==> config.mk <==
export PLATFORM = sky130hd
export DESIGN_NAME = usb_status_uart_tx
export DESIGN_NICKNAME = d
export VERILOG_FILES = /design/src/rtl/usb_status_pkg.sv /design/src/rtl/usb_status_uart_tx_baud_tick.sv /design/src/rtl/usb_status_uart_tx.sv
export SDC_FILE = /design/constraint.sdc
export NUM_CORES = 1
export LEC_CHECK = 0
export BUFFER_PORTS_ARGS = -buffer_cell sky130_fd_sc_hd__buf_2
export CAP_MARGIN = 20
export CORE_ASPECT_RATIO = 2
export CORE_MARGIN = 2
export CORE_UTILIZATION = 30
export CTS_CLUSTER_DIAMETER = 120
export DETAILED_ROUTE_END_ITERATION = 12
export MAX_ROUTING_LAYER = met4
export PLACE_DENSITY_LB_ADDON = 0.05
export SYNTH_ARGS = -nofsm -noshare
export SYNTH_HDL_FRONTEND = slang
export SYNTH_HIERARCHICAL = 1
export SYNTH_SLANG_ARGS = --single-unit
==> constraint.sdc <==
create_clock -name clk48 -period 1.9 [get_ports clk48]
set_input_delay 0 -clock clk48 [delete_from_list [all_inputs] [get_ports clk48]]
set_output_delay 0 -clock clk48 [all_outputs]
set_load 0.02 [all_outputs]
==> src/rtl/usb_status_pkg.sv <==
// usb_status_pkg
// Shared definitions for the status-stream UART transmitter: the FSM state
// enum, the bit-period helper and the frame length.
// Build option: USB_STATUS_UART_PARITY_EN adds an even-parity bit (8E1).
// No ports (package).

package usb_status_pkg;

    typedef enum logic [2:0] {
        ST_IDLE  = 3'd0,
        ST_REQ   = 3'd1,
        ST_START = 3'd2,
        ST_DATA  = 3'd3,
`ifdef USB_STATUS_UART_PARITY_EN
        ST_PARITY = 3'd4,
`endif
        ST_STOP  = 3'd5
    } state_t;

`ifdef USB_STATUS_UART_PARITY_EN
    localparam int FRAME_BITS = 11;
`else
    localparam int FRAME_BITS = 10;
`endif

    // Rounded clocks per bit so the baud error stays within half a clock.
    function automatic int calc_clks_per_bit(input int clk_hz, input int baud);
        return (clk_hz + baud / 2) / baud;
    endfunction

endpackage

==> src/rtl/usb_status_uart_tx_baud_tick.sv <==
// uart_baud_tick
// Bit-period counter. Counts 0..CLKS_PER_BIT-1 and flags the last count so
// the FSM advances exactly once per bit time.
// Ports:
//   clk48    in  1  system clock
//   rst      in  1  asynchronous active-high reset
//   restart  in  1  synchronous clear; count is 0 on the following cycle
//   tick     out 1  high while count == CLKS_PER_BIT-1

module uart_baud_tick #(
    parameter int CLKS_PER_BIT = 417
) (
    input  logic clk48,
    input  logic rst,
    input  logic restart,
    output logic tick
);

    localparam int CW = (CLKS_PER_BIT > 1) ? $clog2(CLKS_PER_BIT) : 1;
    localparam logic [CW-1:0] TC = CW'(CLKS_PER_BIT - 1);

    logic [CW-1:0] cnt;

    assign tick = (cnt == TC);

    always_ff @(posedge clk48 or posedge rst) begin
        if (rst) begin
            cnt <= '0;
        end else if (restart || tick) begin
            cnt <= '0;
        end else begin
            cnt <= cnt + CW'(1);
        end
    end

endmodule

==> src/rtl/usb_status_uart_tx.sv <==
// usb_status_uart_tx
// Pulls bytes from the status annunciator over its level-request handshake
// and sends each one as asynchronous serial (8N1, or 8E1 when
// USB_STATUS_UART_PARITY_EN is defined).
// Ports:
//   clk48  in  1  system clock
//   rst    in  1  asynchronous active-high reset
//   en     in  1  stream enable; gates only the start of a new request
//   inc    out 1  byte request to the annunciator (level)
//   din    in  8  byte from the annunciator
//   din_v  in  1  byte valid from the annunciator
//   tx     out 1  serial line, idle high
//   busy   out 1  high from byte capture to end of stop bit
//
// state  | meaning
// IDLE   | line idle, inc low; at least one cycle so annunciator clears inhibit
// REQ    | inc high, waiting for din_v (first cycle ignores stale din_v)
// START  | start bit (tx low)
// DATA   | 8 data bits, LSB first
// PARITY | even parity bit (parity build only)
// STOP   | stop bit (tx high), then back to IDLE

module usb_status_uart_tx
    import usb_status_pkg::*;
#(
    parameter int CLK_HZ       = 48000000,
    parameter int BAUD         = 115200,
    parameter int CLKS_PER_BIT = calc_clks_per_bit(CLK_HZ, BAUD)
) (
    input  logic       clk48,
    input  logic       rst,
    input  logic       en,
    output logic       inc,
    input  logic [7:0] din,
    input  logic       din_v,
    output logic       tx,
    output logic       busy
);

    state_t     state;
    logic [7:0] shreg;
    logic [2:0] bit_idx;
    logic       req_armed;
    logic       par_bit;
    logic       tick;
    logic       restart;

    // Holding the counter clear outside the timed states makes every timed
    // state start from count 0; inside them the counter self-wraps on tick,
    // which coincides with every state change.
    assign restart = (state == ST_IDLE) || (state == ST_REQ);

    uart_baud_tick #(
        .CLKS_PER_BIT(CLKS_PER_BIT)
    ) u_baud (
        .clk48   (clk48),
        .rst     (rst),
        .restart (restart),
        .tick    (tick)
    );

    always_ff @(posedge clk48 or posedge rst) begin
        if (rst) begin
            state     <= ST_IDLE;
            inc       <= 1'b0;
            tx        <= 1'b1;
            busy      <= 1'b0;
            shreg     <= '0;
            bit_idx   <= '0;
            req_armed <= 1'b0;
            par_bit   <= 1'b0;
        end else begin
            case (state)
                ST_IDLE: begin
                    inc <= 1'b0;
                    tx  <= 1'b1;
                    if (en) begin
                        state     <= ST_REQ;
                        inc       <= 1'b1;
                        req_armed <= 1'b0;
                    end
                end
                ST_REQ: begin
                    // The annunciator needs a cycle to see inc before its
                    // dout_v means anything.
                    if (!req_armed) begin
                        req_armed <= 1'b1;
                    end else if (din_v) begin
                        shreg   <= din;
                        par_bit <= ^din;
                        state   <= ST_START;
                        inc     <= 1'b0;
                        tx      <= 1'b0;
                        busy    <= 1'b1;
                    end
                end
                ST_START: begin
                    if (tick) begin
                        state <= ST_DATA;
                        tx    <= shreg[0];
                    end
                end
                ST_DATA: begin
                    if (tick) begin
                        if (bit_idx == 3'd7) begin
                            bit_idx <= 3'd0;
`ifdef USB_STATUS_UART_PARITY_EN
                            state <= ST_PARITY;
                            tx    <= par_bit;
`else
                            state <= ST_STOP;
                            tx    <= 1'b1;
`endif
                        end else begin
                            bit_idx <= bit_idx + 3'd1;
                            shreg   <= {1'b0, shreg[7:1]};
                            tx      <= shreg[1];
                        end
                    end
                end
`ifdef USB_STATUS_UART_PARITY_EN
                ST_PARITY: begin
                    if (tick) begin
                        state <= ST_STOP;
                        tx    <= 1'b1;
                    end
                end
`endif
                ST_STOP: begin
                    if (tick) begin
                        state <= ST_IDLE;
                        busy  <= 1'b0;
                        tx    <= 1'b1;
                    end
                end
                default: begin
                    state <= ST_IDLE;
                    inc   <= 1'b0;
                    tx    <= 1'b1;
                    busy  <= 1'b0;
                end
            endcase
        end
    end

endmodule

# Word-level counts from Yosys, hierarchy flattened
# Index checks and enable logic that the tools add are counted.
# totals
reg_bits	27
in_bits	12
out_inout_bits	3
# classes
add_sub_neg	2
n_eq_ne	14
muxes	30
n_bitwise	2
reduce_logical	14
# ops
cell	n
$mux 8	4
$mux 3	8
$pmux 8 s2	1
$pmux 3 s5	1
$mux 1	11
$ne 2x2->1 const B	5
$reduce_and 5->1	2
$add 9x1->9 const B	1
$eq 9x9->1 const B	1
$mux 9	1
$reduce_and 7->1	1
$eq 3x2->1 const B	2
$eq 3x3->1 const B	2
$ne 2x1->1 const B	3
$pmux 1 s3	2
$reduce_or 3->1	2
$pmux 1 s4	1
$reduce_and 2->1	2
$reduce_and 4->1	1
$reduce_bool 2->1	2
$add 3x1->3 const B	1
$eq 3x1->1 const B	1
$logic_not 3->1	1
$reduce_and 3->1	1
3 further kinds	5

# Depth between registers and ports, before layout
# Gate-level depths: netlist of the first run.
# depth
word_depth	4
ltp_mapped	9
depth_no_buf	8

# By module
# The synthesis of the first run kept the hierarchy.
# by_module_without_submodules
module	instances	cells_each	area_per_inst_um2	seq_area_each_um2
usb_status_uart_tx	1	101	996.0	451.7
uart_baud_tick	1	47	483.0	225.2

# Worst setup path before layout of the first run
# No wires, ideal clock.
# synth_path
path_kind	reg-to-reg
start	reg u_baud.cnt[0]
end	reg bit_idx[1]
setup_ns	0.125
arrival_ns	1.792
required_time_ns	1.775
slack_ns	-0.017
stages_incl_launch_ff	8
path_cell_list	dfrtp_1 -> inv_1 -> ha_1 -> nand2_1 -> nor4_1 -> buf_2 -> nand3_2 -> mux2_2
# synth_between
elab_chain_cells	2
# synth_lines
element	line_no	text
from (decl)	usb_status_uart_tx_baud_tick.sv:22	logic [CW-1:0] cnt;
from (signal assigned)	usb_status_uart_tx_baud_tick.sv:32	cnt <= cnt + CW'(1);
$eq 9x9->1	usb_status_uart_tx_baud_tick.sv:24	assign tick = (cnt == TC);
via tick	usb_status_uart_tx.sv:45	logic tick;
$reduce_and 2->1 (no source line)	n/a	
to (signal assigned)	usb_status_uart_tx.sv:115	bit_idx <= bit_idx + 3'd1;
to (decl)	usb_status_uart_tx.sv:42	logic [2:0] bit_idx;
# The timed path passes the listed nets, and every way through them passes these cells.
# A chain may end at the register's enable or synchronous reset.

# Worst setup path after layout of the first run
# layout_path
start	reg u_baud.cnt[1]
end	reg state[0]
# layout_between
elab_chain_cells	3
# layout_lines
element	line_no	text
$eq 9x9->1 *	usb_status_uart_tx_baud_tick.sv:24	
via tick	usb_status_uart_tx.sv:45	
$ne 2x1->1 (no source line)	n/a	
$reduce_and 7->1 (no source line) *	n/a	
to (signal assigned)	usb_status_uart_tx.sv:64	state <= ST_IDLE;
to (signal assigned)	usb_status_uart_tx.sv:78	state <= ST_REQ;
to (signal assigned)	usb_status_uart_tx.sv:91	state <= ST_START;
to (decl)	usb_status_uart_tx.sv:40	state_t state;
# Mark *: on every way through the listed nets, which the timed path passes. The rest lies on a longest branch.

==> impl_metrics.json, run 1 <==
{
  "status": "finished, final reports clean",
  "finalSetupViolations": 0,
  "grt_max_degree": 19,
  "maxCapViolCount": 0,
  "fp.dieW_um": 53.65,
  "power_density_nw_per_um2": 1150,
  "crit_fanout": 7,
  "r2r_start": "u_baud/cnt[1]",
  "drt-total-wl_um": 3330,
  "cts_root_buf": "clkbuf_8",
  "ioPinCount": 15,
  "maxSlewHeadroom": 0.5236,
  "synth_nets": 164,
  "h-tree-depth": 1,
  "diodes": 0,
  "cp.required_ns": 2.07,
  "irDropWorstVdd_uv": 575.4,
  "vias": 1154,
  "power.leakage_nw": 0.8414,
  "synth.largest_area_cell": "dfrtp_1",
  "drc_errors": 0,
  "grt_overflow_total": 0,
  "reg2reg_to": "state[0]",
  "wl_per_cell_um": 14.23,
  "critical_path_class": "reg2reg",
  "placed_area_sq_um": 1662,
  "drt_iter0_drc": 8,
  "utilization": 0.3715,
  "period_needed_ns": 1.748,
  "ff2ff_setup_slack_ns": 0.15,
  "yosysWarnings": 6,
  "syn_area_sq_um": 1479,
  "synthDominantCellAreaShare": 0.4399,
  "core-area_sq_um": 4820,
  "min_from": "en",
  "clock_latency_ns": 0.27,
  "rows": 36,
  "min_to": "req_armed",
  "synthFlopType": "dfrtp_1",
  "hold_path_class": "in2reg",
  "clock_sinks": 27,
  "drv_slew": 0,
  "worst_r2r_path_depth": 9,
  "area_growth_pct": 21.07,
  "setup_tns_ns": 0,
  "final-hold-violation-count": 0,
  "grt_pass1_wl_um": 5727,
  "tritoncts": "yes",
  "grt_usage": 0.1469,
  "clkTransAtPathRegs_ns": 0.10,
  "ant_nets": 0,
  "fin_skew_ns": 0.001489,
  "layout-drive-gt1-share": 0.2655,
  "numCtsBuffers": 3,
  "antenna_found_initial": 0,
  "ys_async_sr_fraction": 1.000,
  "worst_pin_slew_ns": 0.7138,
  "whs_ns": 0.009060,
  "drt_pre_antenna_iters": 4,
  "detail_route.vias_per_cell": 4.932,
  "grt_pass1_vias": 1243,
  "synth_area_leaders": "dfrtp_1, mux2i_1, nor2_1, a21oi_1, ha_1",
  "endpoint_kind": "flip-flop",
  "syn_area_per_cell_sq_um": 9.993,
  "ys_seq_area_frac": 0.4577,
  "postLayoutCellArea_sq_um": 1790,
  "hold_path_depth": 3,
  "synth_cell_types": 37,
  "die-area_sq_um": 5541,
  "synth_edf_count": 0,
  "start_util": 0.3069,
  "startpoint_type": "flip-flop",
  "cp.arrival_ns": 1.92,
  "clk_path_buf_depth": 2,
  "nets": 194,
  "syn_inst": 148,
  "gp_congestion": 0.7324,
  "fin_crit_sh": 0.9199,
  "rsz0062_at_grt": "no",
  "dieHeight_um": 103.3,
  "max_freq_ghz": 0.5721,
  "synth_seq_cells": 27,
  "dp_hpwl_um": 2594,
  "numPortBuffers": 14
}
## logic make-up (layout without fill, tap and decap cells)
| group | Yosys count | in the layout | share of synthesized area |
|---|---|---|---|
| adder cells (fa/ha/maj) | 4 | 4 | 0.03384 |
| buffers and inverters | 13 | 42 | 0.04230 |
| multiplexers | 12 | 12 | 0.08460 |
| AO/OA/AOI/OAI | 32 | 32 | 0.1438 |
| XOR/XNOR | 3 | 3 | 0.01777 |
| AND/OR/NAND/NOR | 57 | 57 | 0.2200 |
| flip-flops | 27 | 27 | 0.4577 |
## area by class of cell
| cell class | instances | area, sq um |
|---|---|---|
| clock inverters | 1 | 7.507 |
| well taps | 57 | 71.32 |
| clock buffers | 3 | 41.29 |
| repair buffers | 30 | 195.2 |
| fillers | 493 | 3029 |
| flip-flops and latches | 27 | 678.2 |
| multi-input cells | 108 | 767.0 |
| inverters | 8 | 30.03 |
## power by group
part | internal (mW) | switching, mW
combinational | 0.391 | 0.389
sequential | 0.774 | 0.163
clock | 0.149 | 0.194
total | 1.31 | 0.746
## cell usage after synthesis (2+ instances only)
master and number:
nand2b_1 6, nor2_1 18, ha_1 4, nor2b_1 4, o21ai_1 3, and3b_1 2
mux2_2 3, xnor2_1 2, nand2_1 9, dfrtp_1 26, a22o_1 3, buf_4 3
or3_1 4, a21oi_1 12, o21ai_0 7, mux2i_1 8, nand3_1 5, buf_2 2
inv_1 8, nand4_1 2
## registers in the layout, summed over array words and instances (netlist names)
register    flops
shreg           8
state           3
bit_idx         3
req_armed       1
tx              1
u_baud/cnt      9
busy            1
inc             1
## metrics by stage
stage	setup slack, ns	std cells	power (mW)
2_1_floorplan	0.1133	148	1.426
3_3_place_gp	0.1344	223	1.653
4_1_cts	0.06041	229	2.036
6_report	0.1521	234	2.060
3_5_place_dp	0.08020	223	1.673
5_1_grt	0.007766	234	2.234
## repair_timing
item | in CTS | in global routing
endpoints found under the setup margin | 0 | 10
hold endpoints to repair | 27 | 0
setup buffers | 0 | 5
resized for setup | 0 | 5
hold buffers | 2 | 0
## placed cells by master (no fill, tap or decap), types with 3 or more instances in the layout
cell,instances
a21oi_1,12
buf_2,14
nor2_1,18
ha_1,4
nand3_1,5
buf_4,14
nand2b_1,6
dfrtp_1,25
mux2i_1,8
mux2_2,3
o21ai_0,7
inv_1,8
nand2_1,8
or3_1,4
a22o_1,3
clkbuf_8,3
nor2b_1,4
## per-layer routing
metal | track usage | routed length (um) | part of all wire | up-vias
met3 | 0.01293 | 56 | 0.017 | 4
met1 | 0.1354 | 1176 | 0.35 | 570
met5 | - | 0 | 0 | -
li1 | - | - | - | 569
met4 | 0.05917 | 54 | 0.016 | 0
met2 | 0.2896 | 2042 | 0.61 | 11
## worst max path at each step
stage             startpoint          to  slack (ns)  depth (start not counted)
2_1_floorplan  u_baud/cnt[0]  bit_idx[1]        0.11                          7
3_3_place_gp   u_baud/cnt[1]    state[0]        0.13                          9
3_5_place_dp   u_baud/cnt[1]    state[0]        0.08                          9
4_1_cts        u_baud/cnt[1]    state[0]        0.06                          9
5_1_grt        u_baud/cnt[6]          tx       0.008                          7
6_report       u_baud/cnt[1]    state[0]        0.15                          9
## critical path, cell delays in order (launching register included)
cell,delay (ns)
dfrtp_1,0.39
inv_1,0.05
ha_1,0.18
nand2_2,0.12
nor4_4,0.04
buf_4,0.16
nor2b_1,0.11
o21ai_1,0.09
o21ai_2,0.16
mux2_2,0.34
No activity file was read; power rests on OpenSTA's default activity.
==> inputs of run 2 (changes only) <==
--- a/config.mk
+++ b/config.mk
@@ -9,7 +9,7 @@
 export CAP_MARGIN = 20
 export CORE_ASPECT_RATIO = 2
 export CORE_MARGIN = 2
-export CORE_UTILIZATION = 30
+export CORE_UTILIZATION = 45
 export CTS_CLUSTER_DIAMETER = 120
 export DETAILED_ROUTE_END_ITERATION = 12
 export MAX_ROUTING_LAYER = met4
==> run 2 against run 1 <==
Effect of this change: first-iteration DRC count grew 50%; routed wire length shrank 10%; global-route usage grew 4.4 points; combinational power shrank 2%; clock-buffer cell count grew 1; via count shrank 1.9%; critical path type unchanged; sequential power shrank 2.3%; clock power shrank 3%; hold slack lost 0.0011 ns.
==> impl_metrics.json, run 2 (synthesized netlist as in run 1, its figures left out) <==
{
  "grt_overflow_total": 0,
  "drt_pre_antenna_iters": 4,
  "top_register": "u_baud/cnt",
  "fin_skew_ns": 0.005382,
  "layout-drive-gt1-share": 0.2400,
  "cp.arrival_ns": 1.93,
  "max_stage_delay_ns": 0.39,
  "grt_pass1_wl_um": 5271,
  "core-area_sq_um": 3157,
  "drc_errors": 0,
  "hold_path_class": "in2reg",
  "wl_per_cell_um": 14.53,
  "crit_chain": "inv_1, ha_1, nand2_1, nor4_2, buf_4, nor2b_1, o21ai_1, o21ai_2, mux2_2",
  "reg2reg_to": "state[0]",
  "tritoncts": "yes",
  "grt_pass1_vias": 1195,
  "vias": 1132,
  "nets": 192,
  "diodes": 0,
  "maxSlewHeadroom": 0.5170,
  "pre_cts_slack_ns": 0.05772,
  "maxCapViolCount": 0,
  "clk_path_buf_depth": 2,
  "grt_max_degree": 19,
  "hold_path_depth": 3,
  "largest_register_ffs": 9,
  "fp.dieW_um": 44.54,
  "min_from": "en",
  "ff_latch_area_sq_um": 676.9,
  "drt_iter0_drc": 12,
  "most-common-layout-cells": "dfrtp_1, nor2_1, buf_2",
  "setup_ws_ns": 0.1312,
  "area_growth_pct": 16.33,
  "setup_tns_ns": 0,
  "status": "finished, final reports clean",
  "reg_top3": "u_baud/cnt x9, shreg x8",
  "crit_fanout": 7,
  "power_density_nw_per_um2": 1168,
  "cp.required_ns": 2.07,
  "irDropWorstVdd_uv": 589.5,
  "final_common_cell": "dfrtp_1",
  "ant_nets": 0,
  "ff2ff_setup_slack_ns": 0.13,
  "antenna_found_initial": 0,
  "finalSetupViolations": 0,
  "fin_crit_sh": 0.9310,
  "die-area_sq_um": 3789,
  "drt-total-wl_um": 2994,
  "rows": 29,
  "grt_usage": 0.1913,
  "period_needed_ns": 1.769,
  "final-hold-violation-count": 0,
  "r2r_start": "u_baud/cnt[1]",
  "drv_slew": 0,
  "clock_latency_ns": 0.28,
  "crit_family": "flip-flops",
  "max_freq_ghz": 0.5654,
  "worst_r2r_path_depth": 9,
  "multiInputGateArea_sq_um": 749.5,
  "numPortBuffers": 14,
  "clock_sinks": 27,
  "cts_root_buf": "clkbuf_8",
  "cp_slowest_cell": "dfrtp_1",
  "startpoint_type": "flip-flop",
  "critical_path_class": "reg2reg",
  "gp_congestion": 0.7625,
  "endpoint_kind": "flip-flop",
  "dieHeight_um": 85.07,
  "detail_route.vias_per_cell": 5.495,
  "fillers": 306,
  "min_to": "req_armed",
  "h-tree-depth": 1,
  "worst_pin_slew_ns": 0.7237,
  "ioPinCount": 15,
  "worst-path-buf-inv": 2,
  "start_util": 0.4685,
  "clkTransAtPathRegs_ns": 0.09,
  "numCtsBuffers": 3,
  "utilization": 0.5450,
  "rsz0062_at_grt": "no",
  "power.leakage_nw": 0.8273,
  "dp_hpwl_um": 2312
}
[run 2: repair_timing]
item                                    in CTS  in global routing
endpoints found under the setup margin       0                 10
hold endpoints to repair                    27                  0
gates resized for setup                      0                  1
buffers inserted                             0                  5
hold buffers                                 2                  0
[run 2: worst max-delay path by stage]
stage	to	depth (start not counted)	from	slack, ns
global placement	state[0]	9	u_baud/cnt[1]	0.11
finish	state[0]	9	u_baud/cnt[1]	0.13
floorplan	bit_idx[1]	7	u_baud/cnt[0]	0.11
CTS	state[0]	9	u_baud/cnt[1]	0.03
detailed placement	tx	9	u_baud/cnt[1]	0.06
global route	state[0]	9	u_baud/cnt[1]	0.007
[run 2: area by class of cell]
cell class                      count  area share
Multi-Input combinational cell    108      0.4356
Timing Repair Buffer               28      0.1047
Tap cell                           31     0.02255
Clock buffer                        4     0.02618
Inverter                            8     0.01745
Sequential cell                    27      0.3935
[run 2: power breakdown]
part	switching (mW)	internal, mW
Clock	0.183	0.151
Sequential	0.142	0.772
Combinational	0.391	0.369
[run 2: tightest hold or removal path, cell delays in order]
cell and delay, ns:
buf_2 0.10, nand2_1 0.05, a22o_1 0.11
[run 2: metrics by stage]
stage          std cells  cell area (sq um)  hold slack, ns  power, mW
6_report             206               1720        0.007952      2.009
5_1_grt              206               1720         0.03759      2.170
3_5_place_dp         195               1614       -0.009191      1.668
4_1_cts              201               1679         0.01262      2.004
2_1_floorplan        148               1485         -0.1721      1.426
3_3_place_gp         195               1614        -0.01072      1.641
[run 2: per-layer routing]
layer  part of all wire  up-vias  global-route usage
li1                   -      567                   -
met1               0.37      548              0.1892
met2               0.59       12              0.3544
met3              0.021        5             0.02128
met4              0.018        0             0.07438
met5                  0        -                   -
